$ cat src/rtl/emotion_pkg.sv
// Shared types and the combinational emotion decode used by the emotion tracker.
package emotion_pkg;

    typedef enum logic [1:0] {
        LVL_LOW  = 2'b00,
        LVL_OK   = 2'b01,
        LVL_HIGH = 2'b10
    } level_e;

    typedef enum logic [1:0] {
        ST_SLEEP   = 2'b00,
        ST_STABLE  = 2'b01,
        ST_PENDING = 2'b10
    } state_e;

    localparam int unsigned EMO_TENSE    = 7;
    localparam int unsigned EMO_AGITATED = 6;
    localparam int unsigned EMO_UNHAPPY  = 5;
    localparam int unsigned EMO_TIRED    = 4;
    localparam int unsigned EMO_DRIFTING = 3;
    localparam int unsigned EMO_EXCITED  = 2;
    localparam int unsigned EMO_CONTENT  = 1;
    localparam int unsigned EMO_HAPPY    = 0;

    function automatic logic [7:0] decode_emotion(
        input level_e e,
        input level_e s,
        input level_e p,
        input logic   awake
    );
        logic       e_h, e_o, e_l;
        logic       s_h, s_o, s_l;
        logic       p_h, p_o, p_l;
        logic [7:0] v;
        e_h = (e == LVL_HIGH);
        e_o = (e == LVL_OK);
        e_l = (e == LVL_LOW);
        s_h = (s == LVL_HIGH);
        s_o = (s == LVL_OK);
        s_l = (s == LVL_LOW);
        p_h = (p == LVL_HIGH);
        p_o = (p == LVL_OK);
        p_l = (p == LVL_LOW);
        v = 8'h00;
        v[EMO_TENSE]    = (p_h & s_h & e_h) | (p_o & s_h);
        v[EMO_AGITATED] = ~p_h & s_o & e_h;
        v[EMO_UNHAPPY]  = p_l & s_h;
        v[EMO_TIRED]    = ~s_h & e_l;
        v[EMO_DRIFTING] = (p_l & s_l & e_h) | (p_l & ~s_h & e_o);
        v[EMO_EXCITED]  = (p_h & ~s_h & e_h) | (p_h & s_h & ~e_h) | (p_o & s_l & e_h);
        v[EMO_CONTENT]  = p_o & ~s_h & e_o;
        v[EMO_HAPPY]    = p_h & ~s_h & e_o;
        return v & {8{awake}};
    endfunction

endpackage

$ cat src/rtl/emotion_quantizer.sv
// Three-way level quantiser: below LOW_TH is LOW, at or above HIGH_TH is HIGH, else OK.
module emotion_quantizer
    import emotion_pkg::*;
#(
    parameter int LEVEL_W = 4,
    parameter int LOW_TH  = 4,
    parameter int HIGH_TH = 12
) (
    input  logic [LEVEL_W-1:0] level,
    output logic [1:0]         code
);

    localparam logic [LEVEL_W-1:0] LOW_TH_L  = LOW_TH[LEVEL_W-1:0];
    localparam logic [LEVEL_W-1:0] HIGH_TH_L = HIGH_TH[LEVEL_W-1:0];

    // Threshold compare into the two-bit level code
    always_comb begin
        code = LVL_OK;
        if (level < LOW_TH_L) begin
            code = LVL_LOW;
        end else if (level >= HIGH_TH_L) begin
            code = LVL_HIGH;
        end else begin
            code = LVL_OK;
        end
    end

endmodule

$ cat src/rtl/emotion_tracker.sv
// Samples quantised levels, decodes a candidate emotion and commits it after a
// debounce of HOLD_CYCLES matching samples; an asleep sample forces neutral.
module emotion_tracker
    import emotion_pkg::*;
#(
    parameter int LEVEL_W     = 4,
    parameter int LOW_TH      = 4,
    parameter int HIGH_TH     = 12,
    parameter int HOLD_CYCLES = 4
) (
    input  logic               clk,
    input  logic               rst,
    input  logic               in_valid,
    input  logic [LEVEL_W-1:0] energy,
    input  logic [LEVEL_W-1:0] stress,
    input  logic [LEVEL_W-1:0] pleasure,
    input  logic [1:0]         physical_state,
    output logic [7:0]         emotion,
    output logic               emotion_changed,
    output logic               pending,
    output logic               sleeping
);

    localparam int              CNT_W  = $clog2(HOLD_CYCLES + 1);
    localparam logic [CNT_W-1:0] HOLD_L = CNT_W'(HOLD_CYCLES);
    localparam logic [CNT_W-1:0] CNT_ONE = CNT_W'(1);
    localparam logic [CNT_W-1:0] CNT_ZERO = CNT_W'(0);

    logic [1:0] e_code_s, s_code_s, p_code_s;

    emotion_quantizer #(.LEVEL_W(LEVEL_W), .LOW_TH(LOW_TH), .HIGH_TH(HIGH_TH)) u_q_energy (
        .level (energy),
        .code  (e_code_s)
    );
    emotion_quantizer #(.LEVEL_W(LEVEL_W), .LOW_TH(LOW_TH), .HIGH_TH(HIGH_TH)) u_q_stress (
        .level (stress),
        .code  (s_code_s)
    );
    emotion_quantizer #(.LEVEL_W(LEVEL_W), .LOW_TH(LOW_TH), .HIGH_TH(HIGH_TH)) u_q_pleasure (
        .level (pleasure),
        .code  (p_code_s)
    );

    level_e e_q_r, s_q_r, p_q_r;
    logic   awake_r;
    logic   s1_valid_r;

    // Stage 1: capture the quantised triple and awake flag on each valid sample
    always_ff @(posedge clk or posedge rst) begin
        if (rst) begin
            e_q_r      <= LVL_LOW;
            s_q_r      <= LVL_LOW;
            p_q_r      <= LVL_LOW;
            awake_r    <= 1'b0;
            s1_valid_r <= 1'b0;
        end else begin
            s1_valid_r <= in_valid;
            if (in_valid) begin
                e_q_r   <= level_e'(e_code_s);
                s_q_r   <= level_e'(s_code_s);
                p_q_r   <= level_e'(p_code_s);
                awake_r <= (physical_state == 2'b00);
            end
        end
    end

    logic [7:0]       cand_s;
    state_e           state_r, state_nxt_s;
    logic [7:0]       emotion_r, emotion_nxt_s;
    logic [7:0]       pend_r, pend_nxt_s;
    logic [CNT_W-1:0] cnt_r, cnt_nxt_s, cnt_inc_s;
    logic             changed_r, changed_nxt_s;
    logic             pending_r, pending_nxt_s;
    logic             sleeping_r, sleeping_nxt_s;

    assign cand_s    = decode_emotion(e_q_r, s_q_r, p_q_r, awake_r);
    assign cnt_inc_s = cnt_r + CNT_ONE;

    // State register plus registered outputs, updated from next-state values
    always_ff @(posedge clk or posedge rst) begin
        if (rst) begin
            state_r    <= ST_SLEEP;
            emotion_r  <= 8'h00;
            pend_r     <= 8'h00;
            cnt_r      <= CNT_ZERO;
            changed_r  <= 1'b0;
            pending_r  <= 1'b0;
            sleeping_r <= 1'b1;
        end else begin
            state_r    <= state_nxt_s;
            emotion_r  <= emotion_nxt_s;
            pend_r     <= pend_nxt_s;
            cnt_r      <= cnt_nxt_s;
            changed_r  <= changed_nxt_s;
            pending_r  <= pending_nxt_s;
            sleeping_r <= sleeping_nxt_s;
        end
    end

    // Next-state logic; without a stage-1 sample everything holds
    always_comb begin
        state_nxt_s   = state_r;
        emotion_nxt_s = emotion_r;
        pend_nxt_s    = pend_r;
        cnt_nxt_s     = cnt_r;
        changed_nxt_s = 1'b0;
        if (!s1_valid_r) begin
            changed_nxt_s = 1'b0;
        end else if (!awake_r) begin
            state_nxt_s   = ST_SLEEP;
            emotion_nxt_s = 8'h00;
            cnt_nxt_s     = CNT_ZERO;
            changed_nxt_s = (emotion_r != 8'h00);
        end else begin
            case (state_r)
                // Waking commits immediately so the display never lags a wake-up
                ST_SLEEP: begin
                    state_nxt_s   = ST_STABLE;
                    emotion_nxt_s = cand_s;
                    cnt_nxt_s     = CNT_ZERO;
                    changed_nxt_s = (cand_s != 8'h00);
                end
                ST_STABLE: begin
                    if (cand_s != emotion_r) begin
                        state_nxt_s = ST_PENDING;
                        pend_nxt_s  = cand_s;
                        cnt_nxt_s   = CNT_ONE;
                    end else begin
                        state_nxt_s = ST_STABLE;
                    end
                end
                ST_PENDING: begin
                    if (cand_s == emotion_r) begin
                        state_nxt_s = ST_STABLE;
                        cnt_nxt_s   = CNT_ZERO;
                    end else if (cand_s == pend_r) begin
                        if (cnt_inc_s == HOLD_L) begin
                            state_nxt_s   = ST_STABLE;
                            emotion_nxt_s = pend_r;
                            cnt_nxt_s     = CNT_ZERO;
                            changed_nxt_s = 1'b1;
                        end else begin
                            cnt_nxt_s = cnt_inc_s;
                        end
                    end else begin
                        pend_nxt_s = cand_s;
                        cnt_nxt_s  = CNT_ONE;
                    end
                end
                default: begin
                    state_nxt_s   = ST_SLEEP;
                    emotion_nxt_s = 8'h00;
                    cnt_nxt_s     = CNT_ZERO;
                end
            endcase
        end
    end

    // Status flags derived from the next state so they register alongside it
    always_comb begin
        pending_nxt_s  = (state_nxt_s == ST_PENDING);
        sleeping_nxt_s = (state_nxt_s == ST_SLEEP);
    end

    assign emotion         = emotion_r;
    assign emotion_changed = changed_r;
    assign pending         = pending_r;
    assign sleeping        = sleeping_r;

endmodule

$ cat config.mk
export PLATFORM = sky130hd
export DESIGN_NAME = emotion_tracker
export DESIGN_NICKNAME = d
export VERILOG_FILES = /design/src/rtl/emotion_pkg.sv /design/src/rtl/emotion_quantizer.sv /design/src/rtl/emotion_tracker.sv
export SDC_FILE = /design/constraint.sdc
export NUM_CORES = 1
export LEC_CHECK = 0
export ABC_AREA = 1
export CAP_MARGIN = 20
export CORE_MARGIN = 1
export CORE_UTILIZATION = 50
export DETAILED_ROUTE_END_ITERATION = 6
export PLACE_DENSITY = 0.86
export SLEW_MARGIN = 20
export SYNTH_ARGS = -nofsm -noshare
export SYNTH_HDL_FRONTEND = slang
export SYNTH_SLANG_ARGS = --single-unit
$ cat constraint.sdc
create_clock -name clk -period 1.9 [get_ports clk]
set_clock_uncertainty 0.15 [all_clocks]
set_input_delay 0.38 -clock clk [delete_from_list [all_inputs] [get_ports clk]]
set_output_delay 0.38 -clock clk [all_outputs]
set_load 0.005 [all_outputs]
---- Yosys cells after proc, flatten, opt, wreduce, memory -nomap -nowiden ----
Cells that the tools add are included.
cells by class
  add/sub/neg operators ................... 1
  $mul .................................... 0
  divide/modulo/power cells ............... 0
  magnitude comparators ................... 6
  eq/ne operators ......................... 21
  shifts and indexed selects .............. 0
  muxes and demuxes ....................... 34
  bitwise operators ....................... 27
  reduce and logical (&&, ||, !) cells .... 12
operators by type and width
  cell                 count
  $mux 8               7
  $mux 2               12
  $pmux 8 s3           1
  $and 1x1->1          19
  $eq 8x8->1           2
  $pmux 8 s2           1
  $reduce_bool 8->1    2
  $mux 3               5
  $ge 4x4->1 const B   3
  $logic_not 2->1      6
  $lt 4x3->1 const B   3
  $ne 3x3->1 const B   4
  $eq 2x2->1 const B   5
  $and 8x8->8          1
  $eq 2x1->1 const B   4
  $ne 2x2->1 const B   4
  $ne 8x8->1           1
  $pmux 2 s3           1
  $pmux 3 s2           1
  $reduce_and 6->1     1
  $mux 1               5
  $reduce_and 5->1     1
  $or 1x1->1           4
  $add 3x1->3 const B  1
  5 further kinds      7
storage, ports and cells
  register bits after elaboration ......... 32
  bits in latches ......................... 0
  bits in writable memories ............... 0
  memory bits (read-only) ................. 0
  input bits .............................. 17
  output and inout port bits .............. 11
  word-level logic and storage cells ...... 113
  memories ................................ 0

---- Longest topological paths before layout ----
  depth after elaboration ................. 14
  depth in mapped cells ................... 16
  depth with buffers taken out ............ 16

---- By module ----
From an unflattened synthesis, not the netlist that was laid out.
second synthesis, totals
  cells, all modules ...................... 302
  area, all modules ....................... 2278.4 um^2
modules (own cells, without submodules)
  module             instances  cells each  area an instance (um^2)  seq. area each (um^2)
  emotion_tracker    1          299         2240.9                   802.0
  emotion_quantizer  3          1           12.5                     0.0

---- Worst setup path before layout ----
Ideal clock, no wire load.
  path type ............................... reg-to-reg
  start point ............................. reg p_q_r[0]
  end point ............................... reg pend_r[0]
  setup time .............................. 0.118 ns
  arrival time ............................ 1.617 ns
  required time ........................... 1.632 ns
  path slack .............................. 0.015 ns
  stages on the path, launching flop included .. 16
  clock period less this slack ............ 1.885 ns
  cells stage by stage .................... dfrtp_1 inv_2 nand2_2 nor2_2 nand2_2 nand2_1 nand2_1 nand2_1 nor2_2 nand2_4 inv_4 nor3_4 nand2_4 buf_8 nand2_2 o21ai_2
between the ends
  cells in the longest elaborated chain, start to end .. 9
RTL lines
  item                                      RTL line                                                 RTL
  from (decl)                               emotion_tracker.sv:44                                    level_e e_q_r, s_q_r, p_q_r;
  from (signal assigned)                    emotion_tracker.sv:61                                    p_q_r <= level_e'(p_code_s);
  $eq 2x2->1                                emotion_pkg.sv:41                                        p_h = (p == LVL_HIGH);
  $and 1x1->1 (on tied branches)            emotion_pkg.sv:50, emotion_pkg.sv:52, emotion_pkg.sv:45
  $and 1x1->1                               emotion_pkg.sv:50                                        v[EMO_EXCITED] = (p_h & ~s_h & e_h) | (p_h & s_h & ~e_h) | (p_o & s_l & e_h);
  $or 1x1->1 (2 in series)                  emotion_pkg.sv:50
  $and 8x8->8 (*)                           emotion_pkg.sv:53                                        return v & {8{awake}};
  $eq 8x8->1, or another cell as far along  emotion_tracker.sv:136                                   end else if (cand_s == pend_r) begin
  $ne 2x2->1 (no line)                      -
  $reduce_and 6->1 (no line)                -
  to (signal assigned)                      emotion_tracker.sv:92                                    pend_r <= pend_nxt_s;
  to (decl)                                 emotion_tracker.sv:70                                    logic [7:0] pend_r, pend_nxt_s;
Mark *: on every way between the ends. The rest lies on a longest branch, timed or not. The select of a mux whose other input is x is not followed.
A chain may end at the register's enable or synchronous reset.

---- Worst setup path after layout ----
  start point ............................. reg s_q_r[1]
  end point ............................... reg emotion_r[5], in the netlist emotion[5]
between the ends
  cells in the longest elaborated chain, start to end .. 10
RTL lines
  item                           RTL line                                        RTL
  from (decl)                    emotion_tracker.sv:44
  from (signal assigned)         emotion_tracker.sv:60                           s_q_r <= level_e'(s_code_s);
  $eq 2x2->1                     emotion_pkg.sv:38                               s_h = (s == LVL_HIGH);
  $not 1->1                      -
  $and 1x1->1                    emotion_pkg.sv:50, emotion_pkg.sv:52
  $and 1x1->1                    emotion_pkg.sv:50
  $or 1x1->1 (2 in series)       emotion_pkg.sv:50
  $and 8x8->8 (*)                emotion_pkg.sv:53
  $eq 8x8->1 (on tied branches)  emotion_tracker.sv:136, emotion_tracker.sv:133
  $ne 3x3->1 (no line)           -
  $reduce_and 5->1 (no line)     -
  to (signal assigned)           emotion_tracker.sv:91                           emotion_r <= emotion_nxt_s;
  to (decl)                      emotion_tracker.sv:69                           logic [7:0] emotion_r, emotion_nxt_s;
Mark *: on every way between the ends. The rest lies on a longest branch, timed or not.

==> results.toml <==
[run_status]
status = "finished, violations left"
violations = "DRC, setup timing"

[power]
leakage_nw = 1.625
power_density_nw_per_um2 = 620.1
fin_total_pwr_mw = 2.080
ir_worst_vdd_v = 0.0004073

[placement]
dp.cells = 412
portBuffers = 21
dpl.hpwl_um = 4328
post-place-ws_ns = -0.2059
place_congestion = 0.9326

[timing]
fmax_mhz = 424.3
finalCritPeriodShare_pct = 124.0
drv_slew = 0
finalSetupViolCount = 25
worst_pin_slew_ns = 0.5276
slew_headroom_pct = 64.50
post-route-min-period_ns = 2.357
rsz0062_at_grt = "yes"
hold_slack_ns = 0.2487
finalWorstSetupSlack_ns = -0.4568
tns_ns = -8.989
finalHoldViolCount = 0

[worst_setup_path]
path_class = "flip-flop to flip-flop"
crit_arrival_ns = 2.46
required_ns = 2.01
end_kind = "flip-flop"
critPathLaunchType = "flip-flop"
crit_path_max_fanout = 4

[yosys]
ys_top_cells_by_area = "dfrtp_1 (35%), nand2_1 (16%), nand3_1 (7.0%)"
synth_seq_cells = 32
yosys_warnings = 0
syn_area_per_cell_um2 = 7.173
synth-compound-area-share_pct = 8.861
synth_top_family_by_area = "simple AND/OR/NAND/NOR gates"
synth_flop_cell = "dfrtp_1"
synthArstFlopShare_pct = 100.0
synth_top_area_cell = "dfrtp_1"
synth_xor_area_share_pct = 0.7852
yosys.area_share.adder_pct = 5.048
synth_nets = 337
synth_mux_area_share_pct = 0
post_synth_inst_count = 311
yosys.area_share.simple_pct = 40.33
syn_area_um2 = 2231
synth_edf_count = 0
yosys-top-cells-count = "nand2_1 (96), inv_1 (33), dfrtp_1 (31), nand3_1 (31), nor2_1 (25)"
synth.most_common_cell = "nand2_1"
yosysSeqAreaShare_pct = 35.95
ys_types = 31
yosysTopAreaCellShare_pct = 34.77

[routing]
first_iter_violations = 498
wirelength_um = 9207
route.vias.total = 2843
first_pass_iters = 7
drc = 3
drtAntennaViolNets = 0
routed_via_density = 6.432
routedWlPerCell_um = 20.83

[final_layout]
drive_above_1_share_pct = 46.43
fin_cells = 442
syn2layout_area_growth_pct = 50.36
nets = 417
antenna_cells = 0

[cts]
cts_buffers = 5
clock_sinks = 32
cts-root-buf = "clkbuf_8"
cts_tree = "built"
htreeDepth = 2
clkTransAtPathRegs_ns = 0.07
clk_latency_ns = 0.31
holdBufCountCts = 0
clk_path_buf_depth = 2

[global_routing]
grt_usage_pct = 34.66
grt_max_degree = 33
grt.overflow.total = 0
grt_pass1_wl_um = 11670
antenna_found_initial = 0
first_global_vias = 2462

[worst_hold_path]
hold_path_class = "input pin to asynchronous set/reset pin"

[die]
io_pins = 28
start_util_pct = 53.83
rows = 23
die_w_um = 68.80
die_h_um = 68.80
coreArea_um2 = 4144
dieArea_um2 = 4733

[job]
max-cap-violations = 0
## kinds of logic (layout without fill, tap and decap cells)
logic type,Yosys count,after routing
AOI/OAI and AO/OA,31,31
DFF,32,32
adders and majority gates,9,9
xor gates and xnor gates,2,2
and+or+nand+nor,189,190
buffers and inverters,48,128
## report_power, final
part           switching, mW  total (mW)  internal [mW]
sequential            0.0588       0.782          0.724
combinational          0.434       0.750          0.316
clock                  0.291       0.548          0.257
## final cells by class
type | instances | area [µm²]
Clock buffer | 7 | 76.32
Tap cell | 50 | 62.56
Sequential cell | 32 | 812.0
Inverter | 43 | 168.9
Fill cell | 220 | 789.5
Multi-Input combinational cell | 232 | 1555
Timing Repair Buffer | 77 | 674.4
Clock inverter | 1 | 5.005
## layer usage
metal | up-vias | GRT usage (%) | part of all wire, %
met2 | 297 | 57.11 | 46
li1 | 1152 | - | -
met4 | 0 | 20.66 | 8.7
met5 | - | 0 | 0
met1 | 1273 | 40.26 | 34
met3 | 121 | 9.046 | 11
## placed cells by master (no fill, tap or decap), types with 5 or more instances in the layout
cell              n
o22ai_1           7
inv_1            30
nand2_1          58
nand2_2          37
nand4_1           5
dfrtp_2           8
o21ai_2           9
clkdlybuf4s50_1  21
nor2_4           12
o21ai_0           9
nor2_1           16
dfrtp_1          23
nand3_1          20
inv_2             9
nand2_4          14
nand3_2          13
buf_6             5
buf_4            49
nor2_2            6
ha_1              9
clkbuf_8          5
## timing repair
action,4_1_cts,5_1_grt
endpoints found under the hold margin,0,0
resized for setup,49,58
pin swaps,11,24
endpoints found under the setup margin,24,24
setup buffers,16,7
cloned,1,0
## state kept, by name, indices dropped and copies added (netlist names), named ones only
register / count
cnt_r: 3
s_q_r: 2
e_q_r: 2
sleeping: 1
s1_valid_r: 1
emotion: 8
pend_r: 8
p_q_r: 2
pending: 1
state_r: 1
awake_r: 1
emotion_changed: 1
## critical path, cell delays in order (launching register included)
cell     delay [ns]
dfrtp_2        0.43
buf_4          0.14
nand2_2        0.13
nand2_1        0.08
nand3_2        0.11
nand2_2        0.10
nand2_1        0.12
nand2_2        0.10
nor2_4         0.19
nand2_4        0.10
nand2_2        0.08
nand3_2        0.08
nand2_4        0.14
buf_4          0.15
nand3_1        0.09
nand2_1        0.09
## path summary, 6_finish.rpt
path	cells after the start	end	startpoint	slack, ns
max in group asynchronous	3	sleeping	rst	1.10
hold / removal	3	cnt_r[2]	rst	0.25
min in group clk	2	pend_r[0]	pend_r[0]	0.39
hold reg to reg	2	pend_r[0]	pend_r[0]	0.39
setup reg to reg	15	emotion[5]	s_q_r[1]	-0.46
setup / recovery	15	emotion[5]	s_q_r[1]	-0.46
## stage by stage
step                util, %  instance area (µm²)
floorplan                 -                 2231
global placement      66.46                 2754
detailed placement    66.46                 2754
CTS                   75.36                 3123
global route          80.95                 3354
finish                80.95                 3354
Power figures use the tool's default switching activity.
